`src/rtl/pe_flit_sink_if.sv`:
```
// Handshake bundle between the router PE output port, the flit sink and the PE core.
// The flit side uses req/grant and the descriptor side uses valid/ready.
interface pe_flit_sink_if;
    logic [39:0] flit_in;
    logic        req_in;
    logic        grnt_out;
    logic        desc_valid;
    logic        desc_ready;
    logic [11:0] desc_src;
    logic [13:0] desc_id;
    logic [3:0]  desc_len;
    logic [37:0] desc_csum;

    modport master (
        output flit_in, req_in, desc_ready,
        input  grnt_out, desc_valid, desc_src, desc_id, desc_len, desc_csum
    );

    modport slave (
        input  flit_in, req_in, desc_ready,
        output grnt_out, desc_valid, desc_src, desc_id, desc_len, desc_csum
    );
endinterface

```
`src/rtl/pe_flit_sink.sv`:
```
// Local-PE receive end of the mesh router: reassembles header/payload/tail flits into
// packet descriptors, checks the destination, checksums the payload and counts errors.
module pe_flit_sink #(
    parameter logic [3:0] MY_X        = 4'd2,
    parameter logic [3:0] MY_Y        = 4'd1,
    parameter logic [3:0] MY_Z        = 4'd3,
    parameter int         MAX_PAYLOAD = 8,
    parameter int         DESC_DEPTH  = 4
) (
    input  logic          clk,
    input  logic          rst,
    pe_flit_sink_if.slave bus,
    output logic [15:0]   pkt_cnt,
    output logic [7:0]    err_cnt,
    output logic [2:0]    err_pulse
);
    localparam int             PTR_W    = $clog2(DESC_DEPTH);
    localparam logic [3:0]     MAX_LEN  = 4'(MAX_PAYLOAD);
    localparam logic [PTR_W:0] FULL_CNT = (PTR_W+1)'(DESC_DEPTH);
    localparam logic [1:0]     T_HDR    = 2'b11;
    localparam logic [1:0]     T_PAY    = 2'b10;
    localparam logic [1:0]     T_TAIL   = 2'b01;

    typedef enum logic [1:0] {IDLE, BODY, DROP} state_t;

    typedef struct packed {
        logic [11:0] src;
        logic [13:0] id;
        logic [3:0]  len;
        logic [37:0] csum;
    } desc_t;

    state_t      state_reg, state_next;
    logic [11:0] src_reg, src_next;
    logic [13:0] id_reg, id_next;
    logic [3:0]  len_reg, len_next;
    logic [37:0] csum_reg, csum_next;

    logic             grnt_reg;
    logic [PTR_W-1:0] wr_ptr_reg, rd_ptr_reg;
    logic [PTR_W:0]   count_reg, count_next;
    logic [15:0]      pkt_cnt_reg;
    logic [7:0]       err_cnt_reg, err_cnt_next;
    logic [2:0]       err_pulse_reg;
    logic [8:0]       err_sum;
    desc_t            mem [DESC_DEPTH];
    desc_t            head;

    logic       take, push, pop, queue_valid;
    logic       misroute, orphan, overflow;
    logic [1:0] ftype;
    logic       dest_match;

    assign ftype       = bus.flit_in[39:38];
    assign dest_match  = (bus.flit_in[25:14] == {MY_X, MY_Y, MY_Z});
    assign take        = bus.req_in & grnt_reg;
    assign queue_valid = (count_reg != '0);
    assign pop         = queue_valid & bus.desc_ready;

    // State register together with the in-progress packet fields
    always_ff @(posedge clk or negedge rst) begin
        if (!rst) begin
            state_reg <= IDLE;
            src_reg   <= '0;
            id_reg    <= '0;
            len_reg   <= '0;
            csum_reg  <= '0;
        end else begin
            state_reg <= state_next;
            src_reg   <= src_next;
            id_reg    <= id_next;
            len_reg   <= len_next;
            csum_reg  <= csum_next;
        end
    end

    // Next state; a header is handled identically in every state, after flagging a
    // missing tail if a packet was open.
    always_comb begin
        state_next = state_reg;
        src_next   = src_reg;
        id_next    = id_reg;
        len_next   = len_reg;
        csum_next  = csum_reg;
        push       = 1'b0;
        misroute   = 1'b0;
        orphan     = 1'b0;
        overflow   = 1'b0;
        if (take) begin
            case (ftype)
                T_HDR: begin
                    if (state_reg == BODY) overflow = 1'b1;
                    if (dest_match) begin
                        state_next = BODY;
                        src_next   = bus.flit_in[37:26];
                        id_next    = bus.flit_in[13:0];
                        len_next   = '0;
                        csum_next  = '0;
                    end else begin
                        state_next = DROP;
                        misroute   = 1'b1;
                    end
                end
                T_PAY: begin
                    case (state_reg)
                        IDLE: orphan = 1'b1;
                        BODY: begin
                            if (len_reg < MAX_LEN) begin
                                len_next  = len_reg + 4'd1;
                                csum_next = csum_reg ^ bus.flit_in[37:0];
                            end else begin
                                state_next = DROP;
                                overflow   = 1'b1;
                            end
                        end
                        default: ;
                    endcase
                end
                T_TAIL: begin
                    case (state_reg)
                        IDLE: orphan = 1'b1;
                        BODY: begin
                            push       = 1'b1;
                            state_next = IDLE;
                        end
                        default: state_next = IDLE;
                    endcase
                end
                default: orphan = 1'b1;
            endcase
        end
    end

    // Outputs: queue occupancy, error accumulation and head-of-queue view
    always_comb begin
        count_next = count_reg;
        case ({push, pop})
            2'b10:   count_next = count_reg + 1'b1;
            2'b01:   count_next = count_reg - 1'b1;
            default: count_next = count_reg;
        endcase
        err_sum      = {1'b0, err_cnt_reg} + 9'(misroute) + 9'(orphan) + 9'(overflow);
        err_cnt_next = err_sum[8] ? 8'hFF : err_sum[7:0];
        head         = mem[rd_ptr_reg];
        bus.grnt_out   = grnt_reg;
        bus.desc_valid = queue_valid;
        bus.desc_src   = queue_valid ? head.src  : '0;
        bus.desc_id    = queue_valid ? head.id   : '0;
        bus.desc_len   = queue_valid ? head.len  : '0;
        bus.desc_csum  = queue_valid ? head.csum : '0;
        pkt_cnt        = pkt_cnt_reg;
        err_cnt        = err_cnt_reg;
        err_pulse      = err_pulse_reg;
    end

    // Grant looks at next occupancy so a tail can never arrive with the queue full
    always_ff @(posedge clk or negedge rst) begin
        if (!rst) begin
            grnt_reg      <= 1'b1;
            wr_ptr_reg    <= '0;
            rd_ptr_reg    <= '0;
            count_reg     <= '0;
            pkt_cnt_reg   <= '0;
            err_cnt_reg   <= '0;
            err_pulse_reg <= '0;
        end else begin
            grnt_reg      <= (count_next < FULL_CNT);
            wr_ptr_reg    <= wr_ptr_reg + PTR_W'(push);
            rd_ptr_reg    <= rd_ptr_reg + PTR_W'(pop);
            count_reg     <= count_next;
            pkt_cnt_reg   <= pkt_cnt_reg + 16'(push);
            err_cnt_reg   <= err_cnt_next;
            err_pulse_reg <= {misroute, orphan, overflow};
        end
    end

    always_ff @(posedge clk) begin
        if (push) mem[wr_ptr_reg] <= '{src: src_reg, id: id_reg, len: len_reg, csum: csum_reg};
    end
endmodule

```
`src/flat_wrapper.sv`:
```
// flat-port wrapper written by rule: the top's interface ports become plain ports
module pe_flit_sink_flat 
#(
    parameter logic [3:0] MY_X        = 4'd2,
    parameter logic [3:0] MY_Y        = 4'd1,
    parameter logic [3:0] MY_Z        = 4'd3,
    parameter int         MAX_PAYLOAD = 8,
    parameter int         DESC_DEPTH  = 4
)
  (clk, rst, pkt_cnt, err_cnt, err_pulse, bus_flit_in, bus_req_in, bus_desc_ready, bus_grnt_out, bus_desc_valid, bus_desc_src, bus_desc_id, bus_desc_len, bus_desc_csum);
  pe_flit_sink_if bus_i ();
  input  logic clk;
  input  logic rst;
  output logic [15:0] pkt_cnt;
  output logic [7:0] err_cnt;
  output logic [2:0] err_pulse;
  input wire logic [$bits(bus_i.flit_in)-1:0] bus_flit_in;
  input wire logic [$bits(bus_i.req_in)-1:0] bus_req_in;
  input wire logic [$bits(bus_i.desc_ready)-1:0] bus_desc_ready;
  output wire logic [$bits(bus_i.grnt_out)-1:0] bus_grnt_out;
  output wire logic [$bits(bus_i.desc_valid)-1:0] bus_desc_valid;
  output wire logic [$bits(bus_i.desc_src)-1:0] bus_desc_src;
  output wire logic [$bits(bus_i.desc_id)-1:0] bus_desc_id;
  output wire logic [$bits(bus_i.desc_len)-1:0] bus_desc_len;
  output wire logic [$bits(bus_i.desc_csum)-1:0] bus_desc_csum;
  assign bus_i.flit_in = bus_flit_in;
  assign bus_i.req_in = bus_req_in;
  assign bus_i.desc_ready = bus_desc_ready;
  assign bus_grnt_out = bus_i.grnt_out;
  assign bus_desc_valid = bus_i.desc_valid;
  assign bus_desc_src = bus_i.desc_src;
  assign bus_desc_id = bus_i.desc_id;
  assign bus_desc_len = bus_i.desc_len;
  assign bus_desc_csum = bus_i.desc_csum;
  pe_flit_sink #(.MY_X(MY_X), .MY_Y(MY_Y), .MY_Z(MY_Z), .MAX_PAYLOAD(MAX_PAYLOAD), .DESC_DEPTH(DESC_DEPTH)) u_core (.clk(clk), .rst(rst), .bus(bus_i), .pkt_cnt(pkt_cnt), .err_cnt(err_cnt), .err_pulse(err_pulse));
endmodule
```
`config.mk`:
```
export PLATFORM = sky130hd
export DESIGN_NAME = pe_flit_sink_flat
export DESIGN_NICKNAME = d
export VERILOG_FILES = /design/src/rtl/pe_flit_sink_if.sv /design/src/rtl/pe_flit_sink.sv /design/src/flat_wrapper.sv
export SDC_FILE = /design/constraint.sdc
export NUM_CORES = 1
export LEC_CHECK = 0
export CORE_MARGIN = 2
export CORE_UTILIZATION = 60
export CTS_CLUSTER_DIAMETER = 30
export DETAILED_ROUTE_END_ITERATION = 7
export PLACE_DENSITY = 0.89
export RECOVER_POWER = 100
export SYNTH_ARGS = -nofsm -noshare
export SYNTH_HDL_FRONTEND = slang
export SYNTH_SLANG_ARGS = --single-unit
```
`constraint.sdc`:
```
create_clock -name clk -period 11.2 [get_ports clk]
set_input_delay 3.36 -clock clk [delete_from_list [all_inputs] [get_ports clk]]
set_output_delay 3.36 -clock clk [all_outputs]
set_load 0.01 [all_outputs]
```
==> flow_metrics.py <==
metrics = {
    "synth": {
        "syn_area_per_cell_um2": 17.58,
        "netlist_area_um2": 15410,
        "seq_area_frac_synth": 0.7005,
        "synthesis.instances": 877,
        "async_flop_share": 0.2785,
        "synth_edf_count": 272,
        "ys_warn_count": 0,
        "ys_ff_latch": 377,
        "synth.distinct_cells": 43,
        "synth_ff_type": "edfxtp_1",
        "synth_nets": 936,
    },
    "drt": {
        "drt-wirelength-per-cell_um": 23.73,
        "dr.first_iter.drc_count": 896,
        "drc": 0,
        "firstDrtPassIters": 5,
        "dr_total_vias": 8620,
        "final_antenna_net_count": 0,
        "totalWireLength_mm": 33.53,
        "via_per_inst": 6.100,
    },
    "cells_and_area": {
        "largest_reg_flops": 272,
        "post-route-util": 0.7589,
        "area_delta_synth_final_pct": 23.99,
        "stdcell_count": 1413,
        "nets": 1092,
        "diodes": 0,
        "drive_above_1_share": 0.1782,
    },
    "power": {
        "power_density_nw_per_um2": 249.4,
        "power.share.sequential": 0.401,
        "p_leak_nw": 7.152,
        "switching_share": 0.2715,
        "peakVddDrop_v": 0.0001683,
        "p_switching_mw": 1.294,
        "clock_power_share": 0.409,
        "p_comb_frac": 0.190,
        "p_int_mw": 3.472,
    },
    "timing": {
        "timing.final.crit_share": 0.7894,
        "min_period_ns": 8.842,
        "fmax_mhz": 113.1,
        "tightest_slew_ns": 4.513,
        "slew_viol_final": 539,
        "fin_setup_tns_ns": 0,
        "layout_setup_ws_ns": 2.358,
        "finalSetupViolCount": 0,
        "fin_hold_ws_ns": 0.4707,
        "maxSlewHeadroom": -2.008,
        "finalHoldViolations": 0,
        "finClkSkew_ns": 0.01178,
        "rsz0062_at_grt": "no",
    },
    "grt": {
        "antenna_found_initial": 0,
        "gr-total-overflow": 0,
        "first_global_vias": 9289,
        "grt_pass1_wl_mm": 52.69,
        "grt_usage": 0.2604,
        "grt_max_degree": 89,
    },
    "setup_path": {
        "endpoint_kind": "flop",
        "cp.arrival_ns": 9.22,
        "crit_type": "in -> reg",
        "start_kind": "input pin",
        "cp.required_ns": 11.58,
        "crit_path_max_fanout": 88,
    },
    "clocking": {
        "cts_setup_buffers": 0,
        "path_clk_slew_ns": 0.05,
        "clock_sinks": 377,
        "cts-htree-levels": 2,
        "clk_latency_ns": 0.56,
        "ctsHoldBuffers": 0,
        "cts_buffers": 58,
        "cts_resized": 0,
        "clockRootBuffer": "clkbuf_16",
        "clk_path_buf_depth": 3,
        "tritoncts": "done",
    },
    "floorplanning": {
        "die_h_um": 164.3,
        "core_area_um2": 25180,
        "std_cell_rows": 58,
        "die_area_um2": 26990,
        "initial_core_util": 0.6121,
        "die_x_um": 164.3,
        "num_io_pins": 141,
    },
    "place": {
        "place.gp.congestion": 0.7345,
        "pre_cts_ws_ns": 4.216,
        "place.port_buffers": 140,
        "dp_hpwl_mm": 17.09,
        "place_inst": 1303,
    },
    "run": {
        "max_cap_viol_count": 9,
    },
    "worst_hold_path": {
        "hp-class": "reg -> reg",
    },
    "outcome": {
        "status": "finished with violations",
        "violations": "capacitance limit, slew limit",
    },
}
## synthesized netlist by cell type (13+ instances only)
master | number | area share
and2_1 | 69 | 0.028
mux2_4 | 19 | 0.019
nand2_1 | 13 | 0.0032
o211ai_1 | 39 | 0.019
dfrtp_1 | 104 | 0.17
edfxtp_1 | 272 | 0.53
mux4_2 | 68 | 0.099
xnor2_1 | 16 | 0.0091
clkbuf_1 | 33 | 0.0080
o21ai_0 | 42 | 0.014
nand3b_1 | 78 | 0.038
## power by group through the flow
stage	registers (mW)	clock network [mW]	logic, mW
CTS	1.91	1.97	0.939
floorplan	1.81	0	0.602
detailed placement	1.93	0	0.917
global placement	1.91	0	0.892
global route	1.94	2.03	0.980
finish	1.91	1.95	0.906
## stage by stage
stage / power (mW) / area [um2]
floorplan: 2.407 / 15410
global placement: 2.800 / 17090
detailed placement: 2.844 / 17090
CTS: 4.815 / 19240
global route: 4.948 / 19110
finish: 4.766 / 19110
## metal layers
metal  global-route usage  share of wire  vias to the layer above
li1                     -              -                     3747
met1               0.3479           0.39                     4426
met2               0.4317           0.51                      378
met3              0.05707          0.072                       69
met4              0.08612          0.023                        0
met5                    0              0                        -
## final timing paths
kind / from / end / slack [ns] / cells after the start
setup / recovery: bus_flit_in[38] / u_core.csum_reg[29]$_DFFE_PN0P_ / 2.36 / 6
hold / removal: u_core.pkt_cnt[15]$_DFF_PN0_ / u_core.pkt_cnt[15]$_DFF_PN0_ / 0.47 / 1
setup reg to reg: u_core.bus.grnt_out$_DFF_PN1_ / u_core.mem[2][61]$_DFFE_PP_ / 6.08 / 4
hold reg to reg: u_core.pkt_cnt[15]$_DFF_PN0_ / u_core.pkt_cnt[15]$_DFF_PN0_ / 0.47 / 1
max in group asynchronous: rst / u_core.rd_ptr_reg[0]$_DFF_PN0_ / 5.99 / 2
min in group asynchronous: rst / u_core.err_pulse[0]$_DFF_PN0_ / 3.22 / 1
## cell usage in the layout, fill, tap and decap left out, types with 9 or more instances in the layout
cell / synthesis / final
edfxtp_1: 272 / 272
dfrtp_1: 104 / 102
clkdlybuf4s50_1: 0 / 88
nand3b_1: 78 / 78
mux4_2: 68 / 68
clkbuf_16: 0 / 61
dlygate4sd3_1: 0 / 51
and2_0: 0 / 50
o21ai_0: 42 / 42
o211ai_1: 39 / 39
and2_1: 69 / 19
mux2_1: 0 / 19
xnor2_1: 16 / 16
nand2_1: 13 / 13
ha_1: 12 / 12
inv_1: 11 / 11
mux2_2: 11 / 11
inv_6: 0 / 11
bufinv_16: 0 / 11
nand3_1: 9 / 9
clkbuf_1: 33 / 9
## cells by family after synthesis
| family | after synthesis | synth area share |
|---|---|---|
| buffers and inverters | 60 | 0.01818 |
| flip-flops | 377 | 0.7005 |
| XOR/XNOR | 23 | 0.01307 |
| AO/OA/AOI/OAI | 92 | 0.03718 |
| AND/OR/NAND/NOR | 212 | 0.09157 |
| adder cells (fa/ha/maj) | 15 | 0.01364 |
| multiplexers | 98 | 0.1259 |
## worst max-delay path, cell delays in order
cell and delay, ns:
dlygate4sd3_1 0.58, inv_1 0.10, ha_1 2.37, a221o_1 1.57, or2_2 0.94, o211ai_1 0.26
## area by class of cell
type | count | area [um2]
clock buffer | 68 | 1573
multi-input combinational | 440 | 4273
sequential | 377 | 10800
inverter | 11 | 41.29
clock inverter | 42 | 585.6
fill | 1386 | 6071
tap | 330 | 412.9
timing repair buffer | 145 | 1421
No activity file was read; power rests on OpenSTA's default activity.
